$ cat config.mk
export PLATFORM = sky130hd
export DESIGN_NAME = simd_mac_unit
export DESIGN_NICKNAME = d
export VERILOG_FILES = /design/src/rtl/simd_mac_pkg.sv /design/src/rtl/simd_mac_lane.sv /design/src/rtl/simd_mac_unit.sv
export SDC_FILE = /design/constraint.sdc
export NUM_CORES = 1
export LEC_CHECK = 0
export BUFFER_PORTS_ARGS = -buffer_cell sky130_fd_sc_hd__buf_2
export CAP_MARGIN = 20
export CORE_MARGIN = 2
export CORE_UTILIZATION = 45
export DETAILED_ROUTE_END_ITERATION = 8
export PLACE_DENSITY = 0.65
export SLEW_MARGIN = 20
export SYNTH_ARGS = -nofsm -noshare
export SYNTH_HDL_FRONTEND = slang
export SYNTH_SLANG_ARGS = --single-unit
export TNS_END_PERCENT = 30
$ cat constraint.sdc
create_clock -name clk_i -period 14.3 [get_ports clk_i]
set_input_delay 1.43 -clock clk_i [delete_from_list [all_inputs] [get_ports clk_i]]
set_output_delay 1.43 -clock clk_i [all_outputs]
set_load 0.02 [all_outputs]
$ cat src/rtl/simd_mac_pkg.sv
`default_nettype none
// +----------------------------------------------------------------------+
// | Module      : simd_mac_pkg                                           |
// | Description : Shared types and sizing helpers for the SIMD lane      |
// |               multiply / multiply-accumulate unit.                   |
// | Revision    : 1.0 - initial release                                  |
// +----------------------------------------------------------------------+
package simd_mac_pkg;

   // Scoreboard tag width used when the integrator does not override it
   // (matches the CVA6 default).
   localparam int unsigned TRANS_ID_BITS_DEFAULT = 3;

   typedef enum logic [2:0] {
      SMULL   = 3'd0,
      UMULL   = 3'd1,
      SMULH   = 3'd2,
      UMULH   = 3'd3,
      SMAQA   = 3'd4,
      UMAQA   = 3'd5,
      SMAQASU = 3'd6
   } simd_mac_op_t;

   // Decoded operation, produced in stage 0 and carried down the pipe.
   typedef struct packed {
      logic legal;     // op_i was one of the defined encodings
      logic mac;       // dot-product plus accumulator
      logic high;      // packed products of the upper lane half
      logic a_signed;  // treat lane operand a as signed
      logic b_signed;  // treat lane operand b as signed
   } simd_mac_ctrl_t;

   // Number of lanes an XLEN operand splits into.
   function automatic int unsigned lane_count(input int unsigned xlen,
                                              input int unsigned lane_w);
      return xlen / lane_w;
   endfunction

   // Width at which the lane products are summed: product width, plus
   // carry growth over all lanes, plus one bit of sign headroom.
   function automatic int unsigned sum_width(input int unsigned lane_w,
                                             input int unsigned lanes);
      return 2 * lane_w + $clog2(lanes) + 1;
   endfunction

endpackage
`default_nettype wire

$ cat src/rtl/simd_mac_lane.sv
`default_nettype none
// +----------------------------------------------------------------------+
// | Module      : simd_mac_lane                                          |
// | Description : One LANE_W x LANE_W multiplier with independent        |
// |               signed/unsigned selection for each operand.            |
// | Revision    : 1.0 - initial release                                  |
// +----------------------------------------------------------------------+
module simd_mac_lane #(
   parameter int unsigned LANE_W = 8
) (
   input  logic [LANE_W-1:0]   a,
   input  logic [LANE_W-1:0]   b,
   input  logic                a_signed,
   input  logic                b_signed,
   output logic [2*LANE_W-1:0] product
);

   // Both operands are widened to the product width; a signed x signed
   // multiply at that width yields the exact product for every mix of
   // signedness because the true result always fits in 2*LANE_W bits.
   logic signed [2*LANE_W-1:0] a_ext;
   logic signed [2*LANE_W-1:0] b_ext;

   assign a_ext   = {{LANE_W{a_signed & a[LANE_W-1]}}, a};
   assign b_ext   = {{LANE_W{b_signed & b[LANE_W-1]}}, b};
   assign product = a_ext * b_ext;

endmodule
`default_nettype wire

$ cat src/rtl/simd_mac_unit.sv
`default_nettype none
// +----------------------------------------------------------------------+
// | Module      : simd_mac_unit                                          |
// | Description : Pipelined SIMD lane multiply / dot-product-accumulate  |
// |               unit with valid/ready handshake and flush.             |
// | Revision    : 1.0 - initial release                                  |
// +----------------------------------------------------------------------+
module simd_mac_unit
   import simd_mac_pkg::*;
#(
   parameter int unsigned XLEN          = 32,
   parameter int unsigned LANE_W        = 8,
   parameter int unsigned PIPE_STAGES   = 2,
   parameter int unsigned TRANS_ID_BITS = TRANS_ID_BITS_DEFAULT
) (
   input  logic                     clk_i,
   input  logic                     rst_ni,
   input  logic                     flush_i,
   input  logic                     valid_i,
   output logic                     ready_o,
   input  simd_mac_op_t             op_i,
   input  logic [TRANS_ID_BITS-1:0] trans_id_i,
   input  logic [XLEN-1:0]          operand_a_i,
   input  logic [XLEN-1:0]          operand_b_i,
   input  logic [XLEN-1:0]          operand_c_i,
   output logic                     valid_o,
   input  logic                     ready_i,
   output logic [XLEN-1:0]          result_o,
   output logic [TRANS_ID_BITS-1:0] trans_id_o
);

   localparam int unsigned N      = lane_count(XLEN, LANE_W);
   localparam int unsigned PROD_W = 2 * LANE_W;
   localparam int unsigned SUM_W  = sum_width(LANE_W, N);
   localparam int unsigned ACC_W  = (SUM_W > XLEN) ? SUM_W : XLEN;
   // With two or more stages the lane products are registered before the
   // adder tree; the remaining stages carry the finished result.
   localparam bit          RETIME     = (PIPE_STAGES > 1);
   localparam int          RES_STAGES = RETIME ? int'(PIPE_STAGES) - 1 : int'(PIPE_STAGES);

   // The whole pipe moves together; it only stops when the output is
   // holding a result the consumer has not taken.
   logic advance;
   assign ready_o = !valid_o || ready_i;
   assign advance = ready_o;

   // ------------------------------------------------------------------
   // Stage 0: decode and lane multipliers
   // ------------------------------------------------------------------
   simd_mac_ctrl_t ctrl_d;

   // Translate the opcode into per-operand signedness and result shape.
   always_comb begin
      ctrl_d = '0;
      case (op_i)
         SMULL:   ctrl_d = '{legal: 1'b1, mac: 1'b0, high: 1'b0, a_signed: 1'b1, b_signed: 1'b1};
         UMULL:   ctrl_d = '{legal: 1'b1, mac: 1'b0, high: 1'b0, a_signed: 1'b0, b_signed: 1'b0};
         SMULH:   ctrl_d = '{legal: 1'b1, mac: 1'b0, high: 1'b1, a_signed: 1'b1, b_signed: 1'b1};
         UMULH:   ctrl_d = '{legal: 1'b1, mac: 1'b0, high: 1'b1, a_signed: 1'b0, b_signed: 1'b0};
         SMAQA:   ctrl_d = '{legal: 1'b1, mac: 1'b1, high: 1'b0, a_signed: 1'b1, b_signed: 1'b1};
         UMAQA:   ctrl_d = '{legal: 1'b1, mac: 1'b1, high: 1'b0, a_signed: 1'b0, b_signed: 1'b0};
         SMAQASU: ctrl_d = '{legal: 1'b1, mac: 1'b1, high: 1'b0, a_signed: 1'b1, b_signed: 1'b0};
         default: ctrl_d = '0;
      endcase
   end

   logic [N-1:0][PROD_W-1:0] prod_d;

   for (genvar k = 0; k < int'(N); k++) begin : g_lane
      simd_mac_lane #(
         .LANE_W (LANE_W)
      ) u_lane (
         .a        (operand_a_i[k*LANE_W +: LANE_W]),
         .b        (operand_b_i[k*LANE_W +: LANE_W]),
         .a_signed (ctrl_d.a_signed),
         .b_signed (ctrl_d.b_signed),
         .product  (prod_d[k])
      );
   end

   // ------------------------------------------------------------------
   // Optional product register between multipliers and adder tree
   // ------------------------------------------------------------------
   logic                     mid_valid;
   simd_mac_ctrl_t           mid_ctrl;
   logic [N-1:0][PROD_W-1:0] mid_prod;
   logic [XLEN-1:0]          mid_c;
   logic [TRANS_ID_BITS-1:0] mid_tag;

   if (RETIME) begin : g_retime
      // Capture lane products, decoded op, accumulator and tag.
      always_ff @(posedge clk_i or negedge rst_ni) begin
         if (!rst_ni) begin
            mid_valid <= 1'b0;
            mid_ctrl  <= '0;
            mid_prod  <= '0;
            mid_c     <= '0;
            mid_tag   <= '0;
         end else begin
            if (flush_i) begin
               mid_valid <= 1'b0;
            end else if (advance) begin
               mid_valid <= valid_i;
            end
            if (advance && valid_i) begin
               mid_ctrl <= ctrl_d;
               mid_prod <= prod_d;
               mid_c    <= operand_c_i;
               mid_tag  <= trans_id_i;
            end
         end
      end
   end else begin : g_no_retime
      assign mid_valid = valid_i;
      assign mid_ctrl  = ctrl_d;
      assign mid_prod  = prod_d;
      assign mid_c     = operand_c_i;
      assign mid_tag   = trans_id_i;
   end

   // ------------------------------------------------------------------
   // Adder tree and result selection
   // ------------------------------------------------------------------
   logic             prod_signed;
   logic [SUM_W-1:0] lane_sum;
   logic [ACC_W-1:0] lane_sum_ext;
   logic [XLEN-1:0]  result_d;

   // Sum the lane products at SUM_W bits, widen, and pick the result.
   always_comb begin
      prod_signed  = mid_ctrl.a_signed | mid_ctrl.b_signed;
      lane_sum     = '0;
      for (int k = 0; k < int'(N); k++) begin
         lane_sum = lane_sum
                  + {{(SUM_W-PROD_W){prod_signed & mid_prod[k][PROD_W-1]}}, mid_prod[k]};
      end
      lane_sum_ext = ACC_W'(lane_sum);
      if (prod_signed && lane_sum[SUM_W-1]) begin
         lane_sum_ext = lane_sum_ext | ({ACC_W{1'b1}} << SUM_W);
      end
      result_d = '0;
      if (mid_ctrl.legal) begin
         if (mid_ctrl.mac) begin
            result_d = mid_c + lane_sum_ext[XLEN-1:0];
         end else if (mid_ctrl.high) begin
            result_d = mid_prod[N-1:N/2];
         end else begin
            result_d = mid_prod[N/2-1:0];
         end
      end
   end

   // ------------------------------------------------------------------
   // Result pipeline
   // ------------------------------------------------------------------
   logic [XLEN-1:0]          res_q [RES_STAGES];
   logic [TRANS_ID_BITS-1:0] tag_q [RES_STAGES];
   logic                     vld_q [RES_STAGES];

   // Shift results forward on the global enable; flush drops all valids.
   always_ff @(posedge clk_i or negedge rst_ni) begin
      if (!rst_ni) begin
         for (int i = 0; i < RES_STAGES; i++) begin
            res_q[i] <= '0;
            tag_q[i] <= '0;
            vld_q[i] <= 1'b0;
         end
      end else begin
         if (flush_i) begin
            for (int i = 0; i < RES_STAGES; i++) begin
               vld_q[i] <= 1'b0;
            end
         end else if (advance) begin
            vld_q[0] <= mid_valid;
            for (int i = 1; i < RES_STAGES; i++) begin
               vld_q[i] <= vld_q[i-1];
            end
         end
         if (advance) begin
            if (mid_valid) begin
               res_q[0] <= result_d;
               tag_q[0] <= mid_tag;
            end
            for (int i = 1; i < RES_STAGES; i++) begin
               if (vld_q[i-1]) begin
                  res_q[i] <= res_q[i-1];
                  tag_q[i] <= tag_q[i-1];
               end
            end
         end
      end
   end

   assign valid_o    = vld_q[RES_STAGES-1];
   assign result_o   = res_q[RES_STAGES-1];
   assign trans_id_o = tag_q[RES_STAGES-1];

endmodule
`default_nettype wire
-- Word-level counts from Yosys, hierarchy flattened
Index checks and enable logic that the tools add are counted.
- register bits: 141
- bits in latches: 0
- bits in writable memories: 0
- memory bits (read-only): 0
- word-level logic and storage cells: 58
- memories: 0
- add/subtract/negate cells: 4
- multipliers: 4
- divide/modulo/power cells: 0
- $lt $le $gt $ge: 0
- equal/unequal tests: 6
- shift operators: 0
- mux-type cells: 9
- bitwise logic cells: 13
- reduce and logical (&&, ||, !) cells: 7
- operator list (cell ; count):
    $mux W32 ; 4
    $mul A9 B9 Y16 ; 4
    $pmux W5 S7 ; 1
    $add A32 B32 Y32 ; 1
    $add A18 B17 Y19 ; 1
    $add A19 B19 Y19 ; 1
    $add A17 B17 Y18 ; 1
    $and A1 B1 Y1 ; 12
    $eq A3 B3 Y1 const B ; 3
    $eq A3 B2 Y1 const B ; 2
    $mux W1 ; 4
    $eq A3 B1 Y1 const B ; 1
    $logic_not A3 Y1 ; 1
    $logic_and A1 B1 Y1 ; 2
    $reduce_and A2 Y1 ; 1
    $reduce_bool A2 Y1 ; 1
    $logic_not A1 Y1 ; 1
    $logic_or A1 B1 Y1 ; 1
    $or A1 B1 Y1 ; 1

-- Longest topological paths before layout
- depth after elaboration: 10
- gate-level depth with buffers: 27

-- Cells and area by module
From an unflattened synthesis, not the netlist that was laid out.
- cell total of the unflattened synthesis: 2212
- area total of the unflattened synthesis: 20424.6 um^2
- by module, submodules not included (module ; instances ; cells an instance ; area each (um^2) ; seq. area each (um^2)):
    simd_mac_unit ; 1 ; 881 ; 9081.2 ; 3528.4
    simd_mac_lane (g_lane[0].u_lane ...) ; 3 ; 333 ; 2842.7 ; 0.0
    simd_mac_lane (g_lane[3].u_lane) ; 1 ; 332 ; 2815.2 ; 0.0

-- Worst setup path before layout
OpenSTA, ideal clock, no wires.
- path kind: in2reg
- start: input port operand_a_i[7]
- end: register mid_prod[15] (netlist name)
- setup time: 0.135 ns
- data arrival time: 6.335 ns
- setup slack: 7.830 ns
- stages on the path: 24
- cell sequence: clkbuf_1 -> nor2b_1 -> clkbuf_1 -> nand2_1 -> fa_1 -> inv_1 -> fa_1 -> inv_1 -> fa_1 -> inv_1 -> fa_1 -> inv_1 -> fa_1 -> inv_1 -> ha_1 -> inv_1 -> o21bai_1 -> a21o_1 -> a21oi_1 -> nor2_1 -> a211oi_1 -> o21ai_0 -> xnor2_1 -> o21ai_0
- longest elaborated chain between the ends: 2
- ends and longest elaborated chain (element ; RTL line ; text):
    from (decl) ; simd_mac_unit.sv:23 ; input logic [XLEN-1:0] operand_a_i,
    $and A1 B1 Y1 ; simd_mac_lane.sv:24 ; assign a_ext = {{LANE_W{a_signed & a[LANE_W-1]}}, a};
    $mul A9 B9 Y16 (*) ; simd_mac_lane.sv:26 ; assign product = a_ext * b_ext;
    to (signal assigned) ; simd_mac_unit.sv:107 ; mid_prod <= prod_d;
    to (decl) ; simd_mac_unit.sv:86 ; logic [N-1:0][PROD_W-1:0] mid_prod;
Mark *: on every way between the ends. The rest lies on a longest branch, timed or not.
A chain may end at the register's enable or synchronous reset.

-- Worst setup path after layout
- start: input port op_i[0]
- end: register mid_prod[63] (netlist name)
- longest elaborated chain between the ends: 4
- elaborated cells between the ends (all ways): 11
- ends and longest elaborated chain (element ; RTL line ; text):
    from (decl) ; simd_mac_unit.sv:21 ; input simd_mac_op_t op_i,
    $eq A3 B3 Y1 (tied with other cells) ; simd_mac_unit.sv:55 ; case (op_i)
    $pmux W5 S7 (*) ; simd_mac_unit.sv:55 ;
    $and A1 B1 Y1, on equally long branches ; simd_mac_lane.sv:24, simd_mac_lane.sv:25 ;
    $mul A9 B9 Y16 (*) ; simd_mac_lane.sv:26 ;
Marked as above.

==> impl.org <==
** Synthesis
- Yosys printed 0 warnings.
- sky130_fd_sc_hd__fa_1 takes more of the synthesized area than any other cell.
- Sorting the synthesized cells by how often they occur yields sky130_fd_sc_hd__inv_1, sky130_fd_sc_hd__fa_1, sky130_fd_sc_hd__nand2_1.
- Synthesis produced a netlist whose cell count is 2169.
- Post-synthesis async set-or-reset flop share :: 100%
- Mean instance size in the synthesized netlist :: 9.17 µm²
- Area contributors post-synth :: sky130_fd_sc_hd__fa_1, sky130_fd_sc_hd__dfrtp_1, sky130_fd_sc_hd__ha_1
- Distinct cells, synth :: between 60 and 70
- In this run the cell area of the synthesized design comes to 19900 µm².
- Synthesis inferred approximately 140 register bits.
- Counting flops with a built-in enable in the synthesized netlist gives 0.
- Net count after synthesis :: around 2.7k
- The most used flip-flop cell after synthesis is sky130_fd_sc_hd__dfrtp_1.
- Seq/Total Area, Yosys :: 17.7%
- Fraction of synthesized cell area taken by the top area cell type :: 29.0%
- Most common cell in the netlist :: sky130_fd_sc_hd__inv_1

** Critical path
- Crit path kind :: in2reg
- The critical path goes through buf_2 > a21oi_1 > nand2_1 > or2_2 > fa_1 > fa_1 > fa_1 > inv_1 > fa_1 > inv_1 > fa_1 > inv_1 > ha_1 > inv_1 > o21bai_1 > a21o_1 > a21oi_1 > nor2_1 > a211oi_1 > o21ai_0 > xnor2_1 > o21ai_0.
- Data on the critical path arrives at its endpoint at 7.28 ns.
- Kind of capture point of the worst setup path :: register
- CP peak stage delay :: 0.62 ns
- Stages on worst setup path :: 22
- STA puts the critical path data required time at 14.56 ns.
- Crit-path slowest cell :: sky130_fd_sc_hd__a21oi_1
- In this run the worst setup path begins at op_i[0].
- Reg2Reg Launch Point :: mid_prod[17]
- The critical path ends at mid_prod[63].
- Along the worst path, the maximum fanout reaches 9.
- Most repeated library cell on the critical path :: sky130_fd_sc_hd__fa_1
- Reg2reg end :: result_o[24]
- The critical path contains buffers and inverters numbering 5 combined.
- For flop-to-flop paths, the worst setup slack is roughly 7.9 ns.
- The worst setup path is launched from an input pin.
- FF-to-FF path depth :: 26
- The cell family contributing the most delay on the critical path is adder cells.

** Clock network
- Clock tree synthesis found a total of 141 sinks.
- Post-cts resize count :: 0
- At the later pin of the worst-skew pair, clock insertion delay measures 0.43 ns.
- The longest clock path from root to sink contains 2 buffers.
- After clock tree synthesis, the setup repair step added 0 buffers.
- CTS buffer count :: 17
- In this run the number of H-tree levels came out at 4.
- TritonCTS built the clock tree.
- Clock tree synthesis selected as its root buffer the cell sky130_fd_sc_hd__clkbuf_16.
- Clock-pin slew was measured on the worst setup and hold paths at 0.06 ns.
- Number of hold buffers added after cts :: 0

** Floorplanning
- The floorplan step defined a die boundary enclosing 45900 µm².
- During I/O placement, the number of pins put on the boundary was 144.
- Rows :: 77
- For this configuration, the core starts out at a cell density of between 40% and 50%.
- The die is 214 µm tall.
- Measured along the x axis, the die boundary spans 214 µm.
- The total area inside the core boundary comes to 43900 µm².

** Route
- Before antenna repair, the detailed router went through 5 iterations.
- For this block, the initial DRC count from the detailed router was 788.
- Overall via count from detail_route :: 14.5k
- Number of nets still failing antenna checks after routing :: 0
- Vias per inst :: 5.06
- In the final routed layout, each cell accounts on average for 15.9 µm.
- Total routed wirelength :: 45600 µm
- After detailed routing, the number of remaining DRC violations is 0.

** STA
- Timing would allow up to between 0.1 and 0.15 GHz.
- Final period util :: 49.1%
- Final hold vios :: 0
- Setup tns final :: 0 ns
- Hold timing on the final database bottoms out at a slack of 0.479 ns.
- Final min period :: 7.01 ns
- At the pin with the least slew margin, the transition time is 1.00 ns.
- Relative slew slack :: between 30% and 40%
- Setup violations remaining at the end of the flow were counted as 0.
- Setup repair after global routing missed its margin :: no
- Pins over their slew limit :: 0
- Across the routed clock network, the largest skew measured is 0.00917 ns.

** Global routing
- Global-route total usage across every layer :: approximately a fifth
- The first global-routing pass estimated 77100 µm of wire.
- Pin count of the biggest net entering global routing :: 108
- The total overflow left after global routing is 0.
- Vias in the first global route :: roughly 15k
- Antenna violations before repair :: 1

** Hold path
- Worst min-delay path class :: reg2reg

** Finish
- Fill cell total of the finished layout :: 4256
- # nets final :: 2820
- From synthesis to final layout, the design area changed by 8.99%.
- The finished layout holds around 2.9k standard cells, fillers aside.
- Share of cells above drive strength 1 :: 12.0%

** Job
- Across the run, the number of max-cap violations was 0.

** Placement
- In this run the tool buffered the top-level ports with between 100 and 150 buffer cells.
- The congestion estimate from routability-driven global placement came to roughly 0.9.
- DP Wirelength :: 37700 µm
- The number of placed instances, taps included, is 2827.

** Run status
- Result of the run :: completed
[cell families after synthesis]
family / Yosys count / share of synthesized area, %
flip-flops: 141 / 17.7
AO/OA/AOI/OAI: 290 / 8.99
buffers and inverters: 531 / 10.2
multiplexers: 94 / 5.12
adder cells (fa/ha/maj): 459 / 39.7
XOR/XNOR: 112 / 5.00
AND/OR/NAND/NOR: 542 / 13.3
[sequential cells by signal, indices dropped and copies added (netlist names)]
register / flops
mid_c: 32
valid_o: 1
mid_prod: 64
mid_tag: 3
mid_valid: 1
result_o: 32
mid_ctrl: 5
trans_id_o: 3
[layout make-up]
cell class	instances	area, µm²	area share [%]
Multi-Input combinational cell	1497	14400	66.2
Sequential cell	141	3530	16.3
Clock buffer	21	450	2.08
Tap cell	592	741	3.42
Inverter	450	1690	7.79
Timing Repair Buffer	147	752	3.47
Clock inverter	10	164	0.756
Antenna cell	1	2.50	0.0115
[through the flow]
| step | utilization [%] | setup WS, ns | area [µm²] |
|---|---|---|---|
| 2_1_floorplan | - | 7.83 | 19900 |
| 3_3_place_gp | 47.9 | 6.92 | 21100 |
| 3_5_place_dp | 47.9 | 6.77 | 21100 |
| 4_1_cts | 49.3 | 7.20 | 21700 |
| 5_1_grt | 49.3 | 6.97 | 21700 |
| 6_report | 49.3 | 7.29 | 21700 |
[layer usage]
metal | share of wire [%] | vias up | track usage (%)
met5 | 0 | - | 0
met4 | 2.0 | 0 | 4.98
met3 | 3.3 | 54 | 2.55
met2 | 48 | 277 | 35.2
met1 | 46 | 7221 | 28.4
li1 | - | 6905 | -
[worst register-to-register path, cell delays in order (launching register included)]
cell and delay (ns):
sky130_fd_sc_hd__dfrtp_1 0.44, sky130_fd_sc_hd__inv_1 0.09, sky130_fd_sc_hd__fa_1 0.53, sky130_fd_sc_hd__fa_1 0.40, sky130_fd_sc_hd__inv_1 0.06, sky130_fd_sc_hd__ha_1 0.19, sky130_fd_sc_hd__inv_1 0.07, sky130_fd_sc_hd__fa_1 0.45
sky130_fd_sc_hd__nor2b_1 0.12, sky130_fd_sc_hd__o21ai_0 0.10, sky130_fd_sc_hd__a21boi_0 0.29, sky130_fd_sc_hd__o21ai_0 0.14, sky130_fd_sc_hd__a21oi_1 0.26, sky130_fd_sc_hd__a41o_1 0.25, sky130_fd_sc_hd__o22a_1 0.20, sky130_fd_sc_hd__a21oi_1 0.10
sky130_fd_sc_hd__xnor2_1 0.17, sky130_fd_sc_hd__ha_1 0.45, sky130_fd_sc_hd__a21o_1 0.21, sky130_fd_sc_hd__a21oi_1 0.05, sky130_fd_sc_hd__nor2b_1 0.11, sky130_fd_sc_hd__o21ai_0 0.13, sky130_fd_sc_hd__o31ai_2 0.61, sky130_fd_sc_hd__nor4b_2 0.37
sky130_fd_sc_hd__a22oi_1 0.12, sky130_fd_sc_hd__xor2_1 0.23, sky130_fd_sc_hd__o221ai_1 0.14
[worst min-delay path by stage]
stage / startpoint / end / slack (ns) / cells past startpoint
3_5_place_dp: result_o[17] / result_o[17] / 0.47 / 2
6_report: result_o[17] / result_o[17] / 0.48 / 2
4_1_cts: result_o[17] / result_o[17] / 0.48 / 2
5_1_grt: result_o[20] / result_o[20] / 0.51 / 2
3_3_place_gp: result_o[1] / result_o[1] / 0.46 / 2
2_1_floorplan: mid_prod[13] / mid_prod[13] / 0.45 / 2
[layout by cell type, fill, tap and decap left out, drive strengths merged, types with 3 or more instances in the layout]
cell type	synthesis	final
fa	288	288
or3	3	3
clkbuf	69	21
buf	12	147
xnor2	76	76
mux2i	32	32
nand3	8	8
a31oi	13	13
o21a	8	8
nor4	4	4
inv	450	451
nor2b	9	9
bufinv	0	4
and3	6	6
nor3	8	8
o21ai	90	90
a21o	23	23
o211ai	3	3
and2	154	154
nand4	4	4
o31ai	3	3
dfrtp	141	141
o221ai	7	7
ha	171	171
nand2	234	234
a32oi	3	3
clkinv	0	4
xor2	35	35
a211oi	9	9
a21oi	88	88
nand2b	9	9
or2	20	20
o21bai	19	19
nor2	75	75
mux2	62	62
a211o	6	6
Power is left out: the tool's default activity adds up to more than one toggle a clock period on the data nets, which glitch-free logic cannot reach.
